$ cat src/rtl/pitch_fx_sequencer_if.sv
// Change-request channel into the pitch FX sequencer (valid/ready; ratio is 8.8 unsigned).
interface pitch_fx_sequencer_if;
  logic        req_valid;
  logic        req_ready;
  logic [15:0] req_ratio;
  logic        req_enable;

  modport master (output req_valid, req_ratio, req_enable, input req_ready);
  modport slave  (input req_valid, req_ratio, req_enable, output req_ready);
endinterface

$ cat src/rtl/pitch_fx_sequencer.sv
// Drives pitch shifter ratio/enable, muting around enable changes and fading its output samples.
// Build macro PITCH_RAMP_EN: ramp ratio changes in RUN; without it every ratio change runs a full fade.
module pitch_fx_sequencer #(
  parameter logic [15:0] RAMP_STEP = 16'd16,
  parameter int          FADE_LEN  = 256,
  parameter logic [15:0] UNITY     = 16'h0100,
  parameter logic [15:0] MIN_RATIO = 16'h0040,
  parameter logic [15:0] MAX_RATIO = 16'h0400
) (
  input  logic                CLOCK_50,
  input  logic                rst_n,
  input  logic                tick,
  pitch_fx_sequencer_if.slave req,
  output logic                shift_enable,
  output logic [15:0]         pitch_ratio,
  output logic                busy,
  input  logic signed [31:0]  in_L,
  input  logic signed [31:0]  in_R,
  output logic signed [31:0]  out_L,
  output logic signed [31:0]  out_R
);

  localparam logic [16:0] FC_FULL = 17'(FADE_LEN);
  localparam int          GAIN_SH = $clog2(65536 / FADE_LEN);

  typedef enum logic [2:0] {BYPASS, RUN, FADE_OUT, SWITCH, FADE_IN} state_t;

  state_t      state, state_nxt;
  logic [15:0] target, target_nxt, ratio_nxt, clamped;
  logic        pend_en, pend_en_nxt, shift_en_nxt, busy_nxt;
  logic [16:0] fc, fc_nxt, gain;
  logic        accept, fade_req;

  assign req.req_ready = (state == BYPASS) || (state == RUN);
  assign accept        = req.req_valid && req.req_ready;

  assign clamped = (req.req_ratio < MIN_RATIO) ? MIN_RATIO :
                   (req.req_ratio > MAX_RATIO) ? MAX_RATIO : req.req_ratio;

`ifdef PITCH_RAMP_EN
  assign fade_req = (req.req_enable != shift_enable);
`else
  // Without ramping, the only safe way to change the ratio of a running shifter is under mute.
  assign fade_req = (req.req_enable != shift_enable) ||
                    ((state == RUN) && (clamped != pitch_ratio));
  logic [15:0] unused_step;
  assign unused_step = RAMP_STEP;
`endif

  always_comb begin
    state_nxt    = state;
    target_nxt   = target;
    pend_en_nxt  = pend_en;
    shift_en_nxt = shift_enable;
    ratio_nxt    = pitch_ratio;
    fc_nxt       = fc;

    if (accept) begin
      target_nxt  = clamped;
      pend_en_nxt = req.req_enable;
      if (fade_req) state_nxt = FADE_OUT;
    end

    case (state)
      BYPASS: ratio_nxt = target;
      RUN: ;
      FADE_OUT: begin
        if (tick) begin
          fc_nxt = fc - 17'd1;
          if (fc == 17'd1) state_nxt = SWITCH;
        end
      end
      SWITCH: begin
        shift_en_nxt = pend_en;
        ratio_nxt    = target;
        state_nxt    = FADE_IN;
      end
      FADE_IN: begin
        if (tick) begin
          fc_nxt = fc + 17'd1;
          if (fc == FC_FULL - 17'd1) state_nxt = shift_enable ? RUN : BYPASS;
        end
      end
      default: state_nxt = BYPASS;
    endcase

`ifdef PITCH_RAMP_EN
    // A request landing mid-ramp retargets from wherever pitch_ratio currently is.
    if ((state == RUN) && (state_nxt == RUN) && tick) begin
      if (pitch_ratio < target_nxt)
        ratio_nxt = ((target_nxt - pitch_ratio) > RAMP_STEP) ? pitch_ratio + RAMP_STEP : target_nxt;
      else if (pitch_ratio > target_nxt)
        ratio_nxt = ((pitch_ratio - target_nxt) > RAMP_STEP) ? pitch_ratio - RAMP_STEP : target_nxt;
    end
`endif

    busy_nxt = (state_nxt == FADE_OUT) || (state_nxt == SWITCH) || (state_nxt == FADE_IN) ||
               (ratio_nxt != target_nxt);
  end

  always_ff @(posedge CLOCK_50 or negedge rst_n) begin
    if (!rst_n) begin
      state        <= BYPASS;
      target       <= UNITY;
      pitch_ratio  <= UNITY;
      pend_en      <= 1'b0;
      shift_enable <= 1'b0;
      fc           <= FC_FULL;
      busy         <= 1'b0;
    end else begin
      state        <= state_nxt;
      target       <= target_nxt;
      pitch_ratio  <= ratio_nxt;
      pend_en      <= pend_en_nxt;
      shift_enable <= shift_en_nxt;
      fc           <= fc_nxt;
      busy         <= busy_nxt;
    end
  end

  // Gain is below 1.0 whenever it is applied, so bits [47:16] always hold the whole result.
  logic signed [49:0] in_l_x, in_r_x, gain_x, prod_l, prod_r;
  logic signed [31:0] scaled_l, scaled_r;
  logic               unused_prod;

  assign gain     = fc << GAIN_SH;
  assign in_l_x   = {{18{in_L[31]}}, in_L};
  assign in_r_x   = {{18{in_R[31]}}, in_R};
  assign gain_x   = {33'd0, gain};
  assign prod_l   = in_l_x * gain_x;
  assign prod_r   = in_r_x * gain_x;
  assign scaled_l = (fc == FC_FULL) ? in_L : prod_l[47:16];
  assign scaled_r = (fc == FC_FULL) ? in_R : prod_r[47:16];
  assign unused_prod = ^{prod_l[49:48], prod_l[15:0], prod_r[49:48], prod_r[15:0]};

  always_ff @(posedge CLOCK_50 or negedge rst_n) begin
    if (!rst_n) begin
      out_L <= '0;
      out_R <= '0;
    end else if (tick) begin
      out_L <= scaled_l;
      out_R <= scaled_r;
    end
  end

endmodule

$ cat src/flat_wrapper.sv
// flat-port wrapper written by rule: the top's interface ports become plain ports
module pitch_fx_sequencer_flat 
#(
  parameter logic [15:0] RAMP_STEP = 16'd16,
  parameter int          FADE_LEN  = 256,
  parameter logic [15:0] UNITY     = 16'h0100,
  parameter logic [15:0] MIN_RATIO = 16'h0040,
  parameter logic [15:0] MAX_RATIO = 16'h0400
)
  (CLOCK_50, rst_n, tick, shift_enable, pitch_ratio, busy, in_L, in_R, out_L, out_R, req_req_valid, req_req_ratio, req_req_enable, req_req_ready);
  pitch_fx_sequencer_if req_i ();
  input  logic CLOCK_50;
  input  logic rst_n;
  input  logic tick;
  output logic shift_enable;
  output logic [15:0] pitch_ratio;
  output logic busy;
  input  logic signed [31:0] in_L;
  input  logic signed [31:0] in_R;
  output logic signed [31:0] out_L;
  output logic signed [31:0] out_R;
  input wire logic [$bits(req_i.req_valid)-1:0] req_req_valid;
  input wire logic [$bits(req_i.req_ratio)-1:0] req_req_ratio;
  input wire logic [$bits(req_i.req_enable)-1:0] req_req_enable;
  output wire logic [$bits(req_i.req_ready)-1:0] req_req_ready;
  assign req_i.req_valid = req_req_valid;
  assign req_i.req_ratio = req_req_ratio;
  assign req_i.req_enable = req_req_enable;
  assign req_req_ready = req_i.req_ready;
  pitch_fx_sequencer #(.RAMP_STEP(RAMP_STEP), .FADE_LEN(FADE_LEN), .UNITY(UNITY), .MIN_RATIO(MIN_RATIO), .MAX_RATIO(MAX_RATIO)) u_core (.CLOCK_50(CLOCK_50), .rst_n(rst_n), .tick(tick), .req(req_i), .shift_enable(shift_enable), .pitch_ratio(pitch_ratio), .busy(busy), .in_L(in_L), .in_R(in_R), .out_L(out_L), .out_R(out_R));
endmodule
$ cat config.mk
export PLATFORM = sky130hd
export DESIGN_NAME = pitch_fx_sequencer_flat
export DESIGN_NICKNAME = d
export VERILOG_FILES = /design/src/rtl/pitch_fx_sequencer_if.sv /design/src/rtl/pitch_fx_sequencer.sv /design/src/flat_wrapper.sv
export SDC_FILE = /design/constraint.sdc
export NUM_CORES = 2
export LEC_CHECK = 0
export CAP_MARGIN = 10
export CORE_ASPECT_RATIO = 0.9
export CORE_MARGIN = 5
export CORE_UTILIZATION = 62
export CTS_CLUSTER_DIAMETER = 150
export DETAILED_ROUTE_END_ITERATION = 12
export PLACE_DENSITY = 0.9
export SYNTH_ARGS = -nofsm -noshare
export SYNTH_HDL_FRONTEND = slang
export SYNTH_SLANG_ARGS = --single-unit
$ cat constraint.sdc
create_clock -name CLOCK_50 -period 8.6 [get_ports CLOCK_50]
set_input_delay 1.72 -clock CLOCK_50 [delete_from_list [all_inputs] [get_ports CLOCK_50]]
set_output_delay 1.72 -clock CLOCK_50 [all_outputs]
set_load 0.1 [all_outputs]
==> metrics.yaml <==
maxSlewHeadroom: 0.245
cts-root-buf: "clkbuf_16"
path_class: "in2reg"
fp-row-count: 69
layout-drive-gt1-share: 0.0374
die_w_um: 219
h-tree-depth: 4
die_y_um: 198
place_hpwl_mm: 49.2
drv_cap: 0
gp_congestion: 0.962
synth_seq_cells: 119
worstMarginPinSlew_ns: 1.13
crit_path_start: "in_L[18]"
final_common_cell: "inv_1"
cts_buffer_depth: 2
synth_edf_count: 0
ioPinCount: 168
tns_ns: 0
portBuffers: 167
syn-num-nets: 3466
drt-initial-drc-count: 1667
cts_resized: 0
grt_usage: 0.312
rsz0062_at_grt: "false"
min_path_type: "reg2reg"
grt_pass1_vias: 21700
ys_types: 88
status: "finished, final reports clean"
worstHoldStart: "u_core.pend_en"
synthToLayoutAreaGrowth_pct: 9.76
drv_slew: 0
grt_max_degree: 77
wl_per_cell_um: 19.5
startpoint_type: "input port"
clkSinkCount: 119
cts_tree: "done"
endpoint_kind: "flip-flop"
fp.coreArea_um2: 39300
ys_seq_area_frac: 0.122
ant_nets: 0
yosysWarnings: 0
ctsHoldBuffers: 0
most-common-layout-cells: "inv_1, fa_1, nand2_1"
clock_skew_ns: 0.0130
cp.required_ns: 8.95
finalSetupViolations: 0
drc: 0
grt_pass1_wl_mm: 108
fmax_mhz: 128
cts_made_buffers: 17
crit_path_max_fanout: 10
syn_area_um2: 24500
fin_crit_ns: 7.79
worstReg2RegStart: "u_core.fc[5]"
clock_latency_ns: 0.47
cts_setup_buffers: 0
syn_avg_cell_area_um2: 8.86
viasPerCell: 5.91
async_reset_ff_frac: 1.00
netlist_instances: 2762
clk_pin_slew_ns: 0.06
timing_hold_violations_final: 0
synth_ff_type: "dfrtp_1"
overflow: 0
wl_mm: 65.4
die-area_um2: 43500
cp.arrival_ns: 8.13
post-route-period-util: 0.905
vias: 19800
final_nets: 3502
antenna_found_initial: 2
dr.pass1.iters: 5
start_util: 0.623
==> area by class of cell <==
cell class / count / area [um^2]
Fill cell: 2899 / 12400
Antenna cell: 5 / 12.5
Sequential cell: 119 / 2990
Multi-Input combinational cell: 2010 / 19000
Timing Repair Buffer: 184 / 1810
Inverter: 466 / 1750
Clock buffer: 20 / 457
Tap cell: 532 / 666
Clock inverter: 12 / 143
==> registers in the layout, indices dropped and copies added (netlist names) <==
signal / flops
u_core.pitch_ratio: 16
u_core.shift_enable: 1
u_core.state: 3
u_core.busy: 1
u_core.target: 16
u_core.fc: 17
u_core.out_R: 32
u_core.pend_en: 1
u_core.out_L: 32
==> critical path: stages <==
cell	delay, ns
clkdlybuf4s50_1	0.82
nand2_1	0.16
fa_1	0.55
inv_1	0.05
fa_1	0.48
fa_1	0.46
fa_1	0.51
inv_1	0.05
fa_1	0.48
inv_1	0.04
ha_1	0.37
a21o_1	0.20
or4b_1	0.52
o21ai_2	0.17
nor2b_2	0.08
nor4_4	0.51
o31ai_4	0.18
a21oi_2	0.27
o21bai_2	0.10
mux2i_1	0.12
a311o_1	0.26
==> per-stage QoR <==
step / util / hold slack, ns / cells / setup slack [ns] / area [um^2]
after floorplan: - / 0.442 / 2762 / 1.40 / 24500
after global placement: 0.668 / 0.464 / 3311 / 0.540 / 26200
after detailed placement: 0.668 / 0.472 / 3311 / 0.436 / 26200
after CTS: 0.683 / 0.487 / 3343 / 0.874 / 26800
after global routing: 0.683 / 0.514 / 3345 / 0.632 / 26800
final: 0.684 / 0.483 / 3348 / 0.814 / 26900
==> path summary, 6_finish.rpt <==
kind | end | slack (ns) | cells past startpoint
max | u_core.out_L[24] | 0.81 | 21
min | u_core.pend_en | 0.48 | 2
max reg2reg | u_core.out_R[30] | 1.42 | 21
min reg2reg | u_core.pend_en | 0.48 | 2
max in group asynchronous | u_core.fc[5] | 5.97 | 2
min in group asynchronous | u_core.out_L[10] | 1.24 | 1
==> cells in the mapped netlist (all sizes together) (3+ instances only) <==
library cell / instances / area share
a211oi: 5 / 0.0017
a21o: 22 / 0.0068
a21oi: 124 / 0.026
a221oi: 3 / 0.0011
a31oi: 38 / 0.0097
a41oi: 3 / 0.0014
and2: 288 / 0.074
and3: 13 / 0.0033
and4: 7 / 0.0025
buf: 46 / 0.010
clkbuf: 121 / 0.019
dfrtp: 116 / 0.12
dfstp: 3 / 0.0032
fa: 452 / 0.37
ha: 167 / 0.085
inv: 466 / 0.071
mux2: 16 / 0.0074
mux2i: 7 / 0.0029
nand2: 398 / 0.061
nand2b: 8 / 0.0020
nand3: 31 / 0.0065
nand3b: 5 / 0.0015
nand4: 12 / 0.0031
nor2: 102 / 0.016
nor2b: 20 / 0.0052
nor3: 20 / 0.0043
nor4: 9 / 0.0029
o211ai: 7 / 0.0021
o21a: 8 / 0.0028
o21ai: 57 / 0.012
o21bai: 10 / 0.0037
o22ai: 5 / 0.0013
o31ai: 11 / 0.0039
or2: 6 / 0.0015
or3: 6 / 0.0015
or4: 5 / 0.0017
xnor2: 70 / 0.025
xor2: 42 / 0.015
==> per-layer routing <==
layer,share of wire,track usage
met1,0.37,0.387
met2,0.49,0.524
met3,0.089,0.0642
met4,0.048,0.156
met5,0,0
==> logic make-up after synthesis <==
logic type,synth area share
muxes,0.0102
and+or+nand+nor,0.190
DFF,0.122
buffers and inverters,0.101
adders and majority gates,0.455
xor gates and xnor gates,0.0401
AOI/OAI and AO/OA,0.0818
Power is not shown: default switching activity piles up to over one toggle a cycle in this logic, so the estimate is an artifact.
